File: config.mk
export PLATFORM = sky130hd
export DESIGN_NAME = pid_step_scheduler
export DESIGN_NICKNAME = d
export VERILOG_FILES = /design/src/rtl/pid_step_scheduler.sv
export SDC_FILE = /design/constraint.sdc
export NUM_CORES = 1
export LEC_CHECK = 0
export CORE_MARGIN = 2
export CORE_UTILIZATION = 25
export DETAILED_ROUTE_END_ITERATION = 10
export PLACE_DENSITY = 0.52
export SLEW_MARGIN = 40
export SYNTH_ARGS = -nofsm -noshare
export SYNTH_HDL_FRONTEND = slang
export SYNTH_SLANG_ARGS = --single-unit
File: constraint.sdc
create_clock -name clk -period 2.84 [get_ports clk]
set_clock_uncertainty 0.2 [all_clocks]
set_input_delay 0.852 -clock clk [delete_from_list [all_inputs] [get_ports clk]]
set_output_delay 0.852 -clock clk [all_outputs]
set_load 0.01 [all_outputs]
File: src/rtl/pid_step_scheduler.sv
// rtl/pid_step_scheduler.sv - per-step strobe sequencer for the shared PID/transfer-function datapath
module pid_step_scheduler #(
    parameter int N_UNITS   = 8,
    parameter int READ_LEAD = 10,
    parameter int PIPE_LAT  = 20,
    parameter int CW        = 32
) (
    input  logic          clk,
    input  logic          rst,
    input  logic          step_start,
    input  logic          init_req,
    output logic          done_read,
    output logic          sta,
    output logic          rst_user,
    output logic          control_valuation_sig,
    output logic          busy,
    output logic          step_done,
    output logic [CW-1:0] step_cnt,
    output logic          overrun
);

    typedef enum logic [1:0] {IDLE, LEAD, DRAIN, DONE} state_t;

    // 17 bits covers PIPE_LAT + N_UNITS - 1 at the largest legal parameter values
    localparam int CNTW = 17;
    localparam logic [CNTW-1:0] LEAD_LOAD  = CNTW'(READ_LEAD - 1);
    localparam logic [CNTW-1:0] DRAIN_LOAD = CNTW'(PIPE_LAT + N_UNITS - 1);

    state_t          state, state_nxt;
    logic [CNTW-1:0] cnt, cnt_nxt;
    logic            init_pend, init_pend_nxt;
    logic            done_read_nxt, sta_nxt, rst_user_nxt, cvs_nxt;
    logic            busy_nxt, step_done_nxt, overrun_nxt;
    logic [CW-1:0]   step_cnt_nxt;

    always_ff @(posedge clk or negedge rst) begin
        if (!rst) begin
            state                 <= IDLE;
            cnt                   <= '0;
            init_pend             <= 1'b1;
            done_read             <= 1'b0;
            sta                   <= 1'b0;
            rst_user              <= 1'b0;
            control_valuation_sig <= 1'b0;
            busy                  <= 1'b0;
            step_done             <= 1'b0;
            step_cnt              <= '0;
            overrun               <= 1'b0;
        end else begin
            state                 <= state_nxt;
            cnt                   <= cnt_nxt;
            init_pend             <= init_pend_nxt;
            done_read             <= done_read_nxt;
            sta                   <= sta_nxt;
            rst_user              <= rst_user_nxt;
            control_valuation_sig <= cvs_nxt;
            busy                  <= busy_nxt;
            step_done             <= step_done_nxt;
            step_cnt              <= step_cnt_nxt;
            overrun               <= overrun_nxt;
        end
    end

    always_comb begin
        state_nxt     = state;
        cnt_nxt       = cnt;
        init_pend_nxt = init_pend;
        done_read_nxt = 1'b0;
        sta_nxt       = 1'b0;
        rst_user_nxt  = 1'b0;
        cvs_nxt       = 1'b0;
        busy_nxt      = busy;
        step_done_nxt = 1'b0;
        step_cnt_nxt  = step_cnt;
        overrun_nxt   = overrun;

        case (state)
            IDLE, DONE: begin
                busy_nxt = 1'b0;
                if (step_start) begin
                    state_nxt     = LEAD;
                    cnt_nxt       = LEAD_LOAD;
                    done_read_nxt = 1'b1;
                    busy_nxt      = 1'b1;
                    // a coincident init_req applies to the step being accepted
                    if (init_pend || init_req) begin
                        rst_user_nxt  = 1'b1;
                        cvs_nxt       = 1'b1;
                        init_pend_nxt = 1'b0;
                        step_cnt_nxt  = '0;
                    end
                end else begin
                    state_nxt = IDLE;
                    if (init_req) init_pend_nxt = 1'b1;
                end
            end
            LEAD: begin
                if (init_req)   init_pend_nxt = 1'b1;
                if (step_start) overrun_nxt   = 1'b1;
                if (cnt == '0) begin
                    state_nxt = DRAIN;
                    cnt_nxt   = DRAIN_LOAD;
                    sta_nxt   = 1'b1;
                end else begin
                    cnt_nxt = cnt - 1'b1;
                end
            end
            DRAIN: begin
                if (init_req)   init_pend_nxt = 1'b1;
                if (step_start) overrun_nxt   = 1'b1;
                if (cnt == '0) begin
                    state_nxt     = DONE;
                    step_done_nxt = 1'b1;
                    busy_nxt      = 1'b0;
                    step_cnt_nxt  = step_cnt + 1'b1;
                end else begin
                    cnt_nxt = cnt - 1'b1;
                end
            end
            default: state_nxt = IDLE;
        endcase
    end

endmodule

==> metrics.txt, run 1 <==
Crit. Startpoint=step_start; FMAX=0.371 GHz; Routed WL=8010 microns; clock root buffer=clkbuf_16; hold path startpoint=overrun; Clock Sinks=58; Cells after DPL=532; total negative setup slack=0 ps; vias in the first global route=2750; count of flip-flops with a built-in enable after synthesis=0; reg2reg start=cnt[0]; post-route insts no fill=547; CP max-delay cell=clkdlybuf4s50_1; row cnt=40; routability cong.=0.793; Die X=115 microns; Synth async-reset ratio=100%; area delta synth->final=32.3%; Die Area=13200 sq um; CORE AREA=12000 sq um; die height=115 microns; Synth Net Count=341; Synth area leader=dfrtp_1; Post-Syn Instances=333; # Max-Cap Violations=0; routed vias/inst=5.10; Synth top area share=46.2%; global route overflow=0; P_leak=1.62 nW; Max Slew Vio Count=0; Synth Flop Type=dfrtp_1; clk buf depth=2; CTS tree=built; Iter 0 DRT Violations=205; Hold WC Path Type=flip-flop to flip-flop; port buffer count=42; Worst EP required=2880 ps; antenna violations before repair=0; crit path DAT=2740 ps; via count=2789; Final Hold Viols=0; H-tree levels=3; worst slew pin tran=711 ps; worst path cell trace=clkdlybuf4s50_1 > buf_4 > nand2_1 > nor3_2 > a21oi_1 > buf_4 > or4_1 > a21oi_1; RSZ-0062 raised after global routing=false; Pwr Density=443 nW/um^2; antenna-violating nets left=0; Post-CTS Setup Inserts=0; crit end category=flip-flop; Nets=404; worst skew pair latency=320 ps; status=completed; mapped cell area=3090 sq um; first-pass GRT wire length=13500 microns; largest net degree at the start of global routing=31; total power=0.00181 W; total CTS buffers=9; top cells by area, synth=dfrtp_1 46%, a21oi_1 5.0%, or4_1 4.1%; Final setup viols=0; GRT Overall Usage=12.8%; wire per inst=14.6 microns; Avg Cell Area, Syn=9.27 sq um; delay of the slowest critical-path stage=530 ps; FF+latch count, synth=58; Yosys cell types=48; crit path kind=input port to flip-flop; Initial Utilization=25.7%; drc violations=0; I/O pin cnt=43; minimum clock period=2700 ps; clk slew on worst S/H paths=50 ps; Max-slew headroom=52.6%; worst-path fanout max=14; CP Launch Type=input port; layout cells sized above 1=13.3%; VDD IR max=0.247 mV; Final period util=95.0%; Synth Warn #=0; share of the yosys chip area belonging to registers=47.1%; Final HPWL DP=5660 microns; TritonRoute pass-1 iters=4; diode count=0
-- cells in the mapped netlist, types with 2 or more instances --
| cell type | n |
|---|---|
| a21oi_1 | 31 |
| and2_1 | 3 |
| and3_1 | 3 |
| and4_1 | 4 |
| buf_2 | 3 |
| buf_4 | 2 |
| clkbuf_1 | 8 |
| dfrtp_1 | 57 |
| ha_1 | 4 |
| inv_1 | 13 |
| nand2_1 | 24 |
| nand3_1 | 20 |
| nand4_1 | 13 |
| nor2_1 | 33 |
| nor2b_1 | 2 |
| nor3_1 | 6 |
| nor4_2 | 3 |
| nor4_4 | 2 |
| nor4b_1 | 2 |
| o211ai_1 | 3 |
| o21ai_0 | 23 |
| o31ai_1 | 11 |
| o41ai_1 | 2 |
| or3_1 | 9 |
| or4_1 | 17 |
| xor2_1 | 13 |
-- cells by family (layout without fill, tap and decap cells) --
| logic type | after synthesis | after routing | share of synthesized area, % |
|---|---|---|---|
| AO/OA/AOI/OAI | 79 | 79 | 15.2 |
| adder cells (fa/ha/maj) | 4 | 4 | 1.62 |
| flip-flops | 58 | 58 | 47.1 |
| AND/OR/NAND/NOR | 150 | 150 | 27.9 |
| XOR/XNOR | 14 | 14 | 3.97 |
| buffers and inverters | 27 | 94 | 3.89 |
| multiplexers | 1 | 1 | 0.324 |
-- layout make-up --
cell class                 instances  area, sq um
clock buffer                       9          225
tap                              147          184
inverter                          13         48.8
multi-input combinational        248         1530
sequential                        58         1450
fill                            1276         7930
clock inverter                     6         35.0
timing repair buffer              66          608
-- critical path: cells and delay by family --
| family | cells | cell delay (ps) |
|---|---|---|
| AOI/OAI and AO/OA | 2 | 230 |
| buffers and inverters | 3 | 870 |
| and+or+nand+nor | 3 | 790 |
-- routing by layer --
layer  vias up  GRT usage (%)  wire [microns]
met1      1380           17.2            3850
met5         -              0               0
li1       1357              -               -
met4         0           2.97              40
met3         4           3.48             345
met2        48           20.5            3770
-- path summary, 6_finish.rpt --
kind	endpoint	slack (ps)	cells after the start
min reg2reg	overrun	300	1
max in group asynchronous	cnt[15]	1420	2
min in group asynchronous	step_cnt[3]	380	1
max reg2reg	step_cnt[19]	250	8
max	step_cnt[26]	140	8
min	overrun	300	1
-- what timing repair did --
| action | 4_1_cts | 5_1_grt |
|---|---|---|
| hold buffers | 0 | 0 |
| hold endpoints to repair | 0 | 0 |
| resized for setup | 0 | 2 |
| setup endpoints to repair | 0 | 13 |
-- stage by stage --
stage | hold slack [ps] | cell area (sq um) | worst slack, ps | util [%]
after floorplan | 271 | 3090 | 497 | -
after global placement | 305 | 3810 | -192 | 31.7
after detailed placement | 285 | 3810 | -225 | 31.7
after CTS | 306 | 4070 | 108 | 33.9
after global routing | 340 | 4080 | 20.0 | 34.0
final | 298 | 4080 | 141 | 34.0
-- registers in the layout (all words and copies together) (netlist names) --
| signal | flops |
|---|---|
| busy | 1 |
| cnt | 17 |
| control_valuation_sig | 1 |
| done_read | 1 |
| init_pend | 1 |
| overrun | 1 |
| sta | 1 |
| state | 2 |
| step_cnt | 32 |
| step_done | 1 |
-- cell usage in the layout (no fill, tap or decap), drive strengths merged, types with 11 or more instances in the layout --
| master | count |
|---|---|
| or4 | 17 |
| nand2 | 24 |
| nand4 | 14 |
| inv | 13 |
| o31ai | 11 |
| dfrtp | 57 |
| o21ai | 24 |
| xor2 | 13 |
| a21oi | 31 |
| buf | 25 |
| nor2 | 33 |
| nand3 | 20 |
| clkdlybuf4s50 | 41 |
-- where the power goes --
part           internal (W)              switching, W  leakage [nW]
logic            0.00000756                 0.0000193         0.767
registers          0.000827  0.0000000000000000000715         0.730
clock network      0.000577                  0.000377         0.127
total               0.00141                  0.000396          1.62
Power figures use the tool's default switching activity.
==> run 2, diff against run 1 <==
==> constraint.sdc (replaced) <==
create_clock -name clk -period 3.19 [get_ports clk]
set_clock_uncertainty 0.2 [all_clocks]
set_input_delay 0.957 -clock clk [delete_from_list [all_inputs] [get_ports clk]]
set_output_delay 0.957 -clock clk [all_outputs]
set_load 0.02 [all_outputs]
==> run 2 against run 1 <==
  * Flip-flop and latch count stayed put
  * Wire length rose by 0.45%
  * Count of clock-buffer cells in the layout is 2 higher
  * Cell count down 1.8%
  * Largest cell class unchanged
  * Highest routed layer unchanged
==> metrics.txt, run 2 (synthesis gave the netlist of run 1 again) <==
drc violations=0; Worst EP required=3240 ps; Final WS setup=273 ps; Post-CTS Setup Inserts=0; # Max-Cap Violations=0; antenna violations before repair=0; vias in the first global route=2753; FMAX=0.343 GHz; Comb power frac=1.3%; crit end category=flip-flop; Layout fillers=1275; VDD IR max=0.200 mV; Reg area=1450 sq um; Max-slew headroom=56.9%; total negative setup slack=0 ps; Final Util=33.2%; largest register by flop count=step_cnt; Final Hold Viols=0; P_leak=1.57 nW; hold path startpoint=cnt[15]; status=completed; Net Switching=0.000360 W; clk buf depth=2; die height=115 microns; footprint of the multi-input gates=1520 sq um; Iter 0 DRT Violations=169; GRT Overall Usage=13.0%; Nets=393; clock root buffer=clkbuf_16; CORE AREA=12000 sq um; Hold WC Path Type=flip-flop to flip-flop; I/O pin cnt=43; Die X=115 microns; H-tree levels=3; Crit. Startpoint=step_start; row cnt=40; Cells after DPL=521; Max Slew Vio Count=0; largest net degree at the start of global routing=59; Clock Power Share=53.9%; minimum clock period=2920 ps; PostCTS Resize Cnt=0; Pwr Density=412 nW/um^2; Final period util=91.4%; CP Launch Type=input port; port buffer count=42; via count=2790; commonest non-fill, non-tap cell in the layout=dfrtp_1; Routed WL=8050 microns; clk slew on worst S/H paths=60 ps; crit path DAT=2970 ps; cell-internal power=0.00128 W; worst skew pair latency=330 ps; first-pass GRT wire length=13600 microns; part of the power in registers=44.8%; diode count=0; hold_buf cts=0; post-route insts no fill=537; area delta synth->final=29.4%; wire per inst=15.0 microns; reg2reg start=cnt[0]; global route overflow=0; total CTS buffers=9; layout cells sized above 1=10.3%; top flop regs=step_cnt x32, cnt x17, state x2; worst-path fanout max=12; crit path kind=input port to flip-flop; commonest cells after routing, fill and taps aside=57 x dfrtp_1, 41 x clkdlybuf4s50_1, 33 x nor2_1, 31 x a21oi_1, 24 x nand2_1; worst slew pin tran=640 ps; Die Area=13200 sq um; Net Sw Frac=21.9%; TritonRoute pass-1 iters=8; Clock Sinks=58; pre-CTS WS=-34.7 ps; routed vias/inst=5.20; routability cong.=0.761; RSZ-0062 raised after global routing=false; max FFs per register=32; antenna-violating nets left=0; CTS tree=built; Final setup viols=0; Initial Utilization=25.7%; Final HPWL DP=5540 microns; total power=0.00164 W
## run 2: area by class of cell
type	count	area share [%]
Clock inverter	5	0.752
Multi-Input combinational cell	248	38.0
Timing Repair Buffer	55	12.9
Sequential cell	58	36.4
Clock buffer	11	6.08
Inverter	13	1.22
Tap cell	147	4.61
## run 2: final timing paths
check / endpoint / slack (ps) / depth (start not counted)
max reg2reg: step_cnt[19] / 480 / 8
min in group asynchronous: step_cnt[3] / 490 / 2
min: cnt[15] / 310 / 1
max: step_cnt[28] / 270 / 6
min reg2reg: cnt[15] / 310 / 1
max in group asynchronous: init_pend / 1910 / 2
## run 2: through the flow
stage	hold WS, ps	instance area, sq um
6_report	308	3990
2_1_floorplan	271	3090
3_3_place_gp	297	3720
3_5_place_dp	301	3720
4_1_cts	312	3990
5_1_grt	340	3990
## run 2: routing by layer
layer | up-vias | share of wire, % | global-route usage (%)
met1 | 1350 | 46 | 16.9
met4 | 0 | 0.99 | 4.74
met5 | - | 0 | 0
met2 | 83 | 47 | 21.0
li1 | 1348 | - | -
met3 | 9 | 5.4 | 3.43
## run 2: worst max-delay path: stages
cell and delay [ps]:
clkdlybuf4s50_1 540, o21ai_0 140, a21oi_1 300, nand2_1 290, or4_1 570, a21oi_1 180
## run 2: power by group through the flow
stage                 logic [W]  registers [W]  clock network, W
floorplan           0.000000360       0.000749                 0
global placement      0.0000222       0.000749                 0
detailed placement    0.0000223       0.000749                 0
CTS                   0.0000223       0.000736          0.000912
global route          0.0000251       0.000736          0.000944
finish                0.0000214       0.000737          0.000885
==> run 3, diff against run 2 <==
--- a/config.mk
+++ b/config.mk
@@ -9,6 +9,7 @@
 export CORE_UTILIZATION = 25
 export DETAILED_ROUTE_END_ITERATION = 10
 export PLACE_DENSITY = 0.52
+export SETUP_SLACK_MARGIN = 0.1
 export SLEW_MARGIN = 40
 export SYNTH_ARGS = -nofsm -noshare
 export SYNTH_HDL_FRONTEND = slang
==> run 3 against run 2 <==
  * Via count down 1.5%
  * Count of clock-buffer cells in the layout unchanged
  * Global-route usage stayed put
  * Die area did not move
  * Flip-flop and latch count unchanged
  * Combinational power is essentially flat
  * Core utilization rose by 0.052 points
==> metrics.txt, run 3 (synthesis gave the netlist of run 1 again) <==
post-route design area=4000 sq um; Post-CTS Setup Inserts=0; Die X=115 microns; Final Hold Viols=0; crit path DAT=2880 ps; commonest non-fill, non-tap cell in the layout=dfrtp_1; Clock Sinks=58; layout cells sized above 1=10.8%; routability cong.=0.761; minimum clock period=2830 ps; P_leak=1.57 nW; Die Area=13200 sq um; total CTS buffers=9; Final WS setup=365 ps; row cnt=40; max FFs per register=32; Final HPWL DP=5540 microns; Max Slew Vio Count=0; global route overflow=0; largest register by flop count=step_cnt; CP Launch Type=input port; Reg2Reg Setup Slack=480 ps; worst skew pair latency=330 ps; Worst EP required=3250 ps; I/O pin cnt=43; Final period util=88.6%; TritonRoute pass-1 iters=4; crit path kind=input port to flip-flop; worst-path fanout max=12; clk buf depth=2; diode count=0; Routed WL=8010 microns; clk slew on worst S/H paths=60 ps; wire per inst=14.9 microns; worst slew pin tran=616 ps; Layout fillers=1275; status=completed; Final setup viols=0; Pwr Density=411 nW/um^2; top flop regs=step_cnt x32, cnt x17, state x2; Iter 0 DRT Violations=170; routed vias/inst=5.12; crit end category=flip-flop; Nets=393; DP Area=3720 sq um; via count=2749; vias in the first global route=2753; first-pass GRT wire length=13600 microns; commonest cells after routing, fill and taps aside=57 x dfrtp_1, 41 x clkdlybuf4s50_1, 33 x nor2_1, 30 x a21oi_1; die height=115 microns; GRT Overall Usage=13.0%; port buffer count=42; largest net degree at the start of global routing=59; Initial Utilization=25.7%; VDD IR max=0.200 mV; CORE AREA=12000 sq um; area delta synth->final=29.6%; CTS tree=built; antenna violations before repair=0; H-tree levels=3; clock root buffer=clkbuf_16; hold_buf cts=0; drc violations=0; Max-slew headroom=58.5%; PostCTS Resize Cnt=0; RSZ-0062 raised after global routing=false; FMAX=0.354 GHz; pre-CTS WS=-34.7 ps; Hold WC Path Type=flip-flop to flip-flop; # Max-Cap Violations=0; antenna-violating nets left=0
-- run 3: cell types whose count changed in the layout (fill, tap and decap cells not counted) --
cell	change
a21oi_1	-1
a21oi_2	+1
nand2_1	-1
nand2_2	+1
-- run 3: worst paths after layout --
kind,startpoint,to,cells past startpoint
hold / removal,state[1],state[1],2
hold reg to reg,state[1],state[1],2
max in group asynchronous,rst,init_pend,2
min in group asynchronous,rst,step_cnt[4],2
setup reg to reg,cnt[0],step_cnt[19],8
setup / recovery,step_start,step_cnt[29],7
-- run 3: stage by stage --
step | hold slack [ps] | utilization (%) | total power [W] | TNS (ps) | std cells
after floorplan | 271 | - | 0.000750 | 0 | 333
after global placement | 297 | 30.9 | 0.000771 | 0 | 521
after detailed placement | 301 | 30.9 | 0.000771 | -72.5 | 521
after CTS | 312 | 33.2 | 0.00167 | 0 | 537
after global routing | 340 | 33.3 | 0.00171 | 0 | 537
final | 311 | 33.3 | 0.00164 | 0 | 537
-- run 3: metal layers --
layer	routed length, microns	global-route usage [%]
met2	3820	21.0
met5	0	0
met1	3680	16.9
met4	82	4.74
met3	423	3.43
-- run 3: worst max-delay path, cell delays in order --
cell             delay, ps
clkdlybuf4s50_1        540
o21ai_0                160
a21oi_2                240
a21oi_1                130
buf_4                  190
or4_1                  510
a21oi_1                150
-- run 3: layout make-up --
class | instances | area (sq um) | area share (%)
clock buffer | 11 | 243 | 6.07
clock inverter | 5 | 30.0 | 0.751
inverter | 13 | 48.8 | 1.22
multi-input combinational | 248 | 1520 | 38.1
sequential | 58 | 1450 | 36.3
tap | 147 | 184 | 4.60
timing repair buffer | 55 | 517 | 12.9
-- run 3: where the power goes --
part | internal, W | switching [W] | leakage, nW | total, W
Combinational | 0.00000471 | 0.0000168 | 0.712 | 0.0000216
Clock | 0.000542 | 0.000342 | 0.131 | 0.000884
Sequential | 0.000737 | 0.0000000000000000000751 | 0.730 | 0.000737
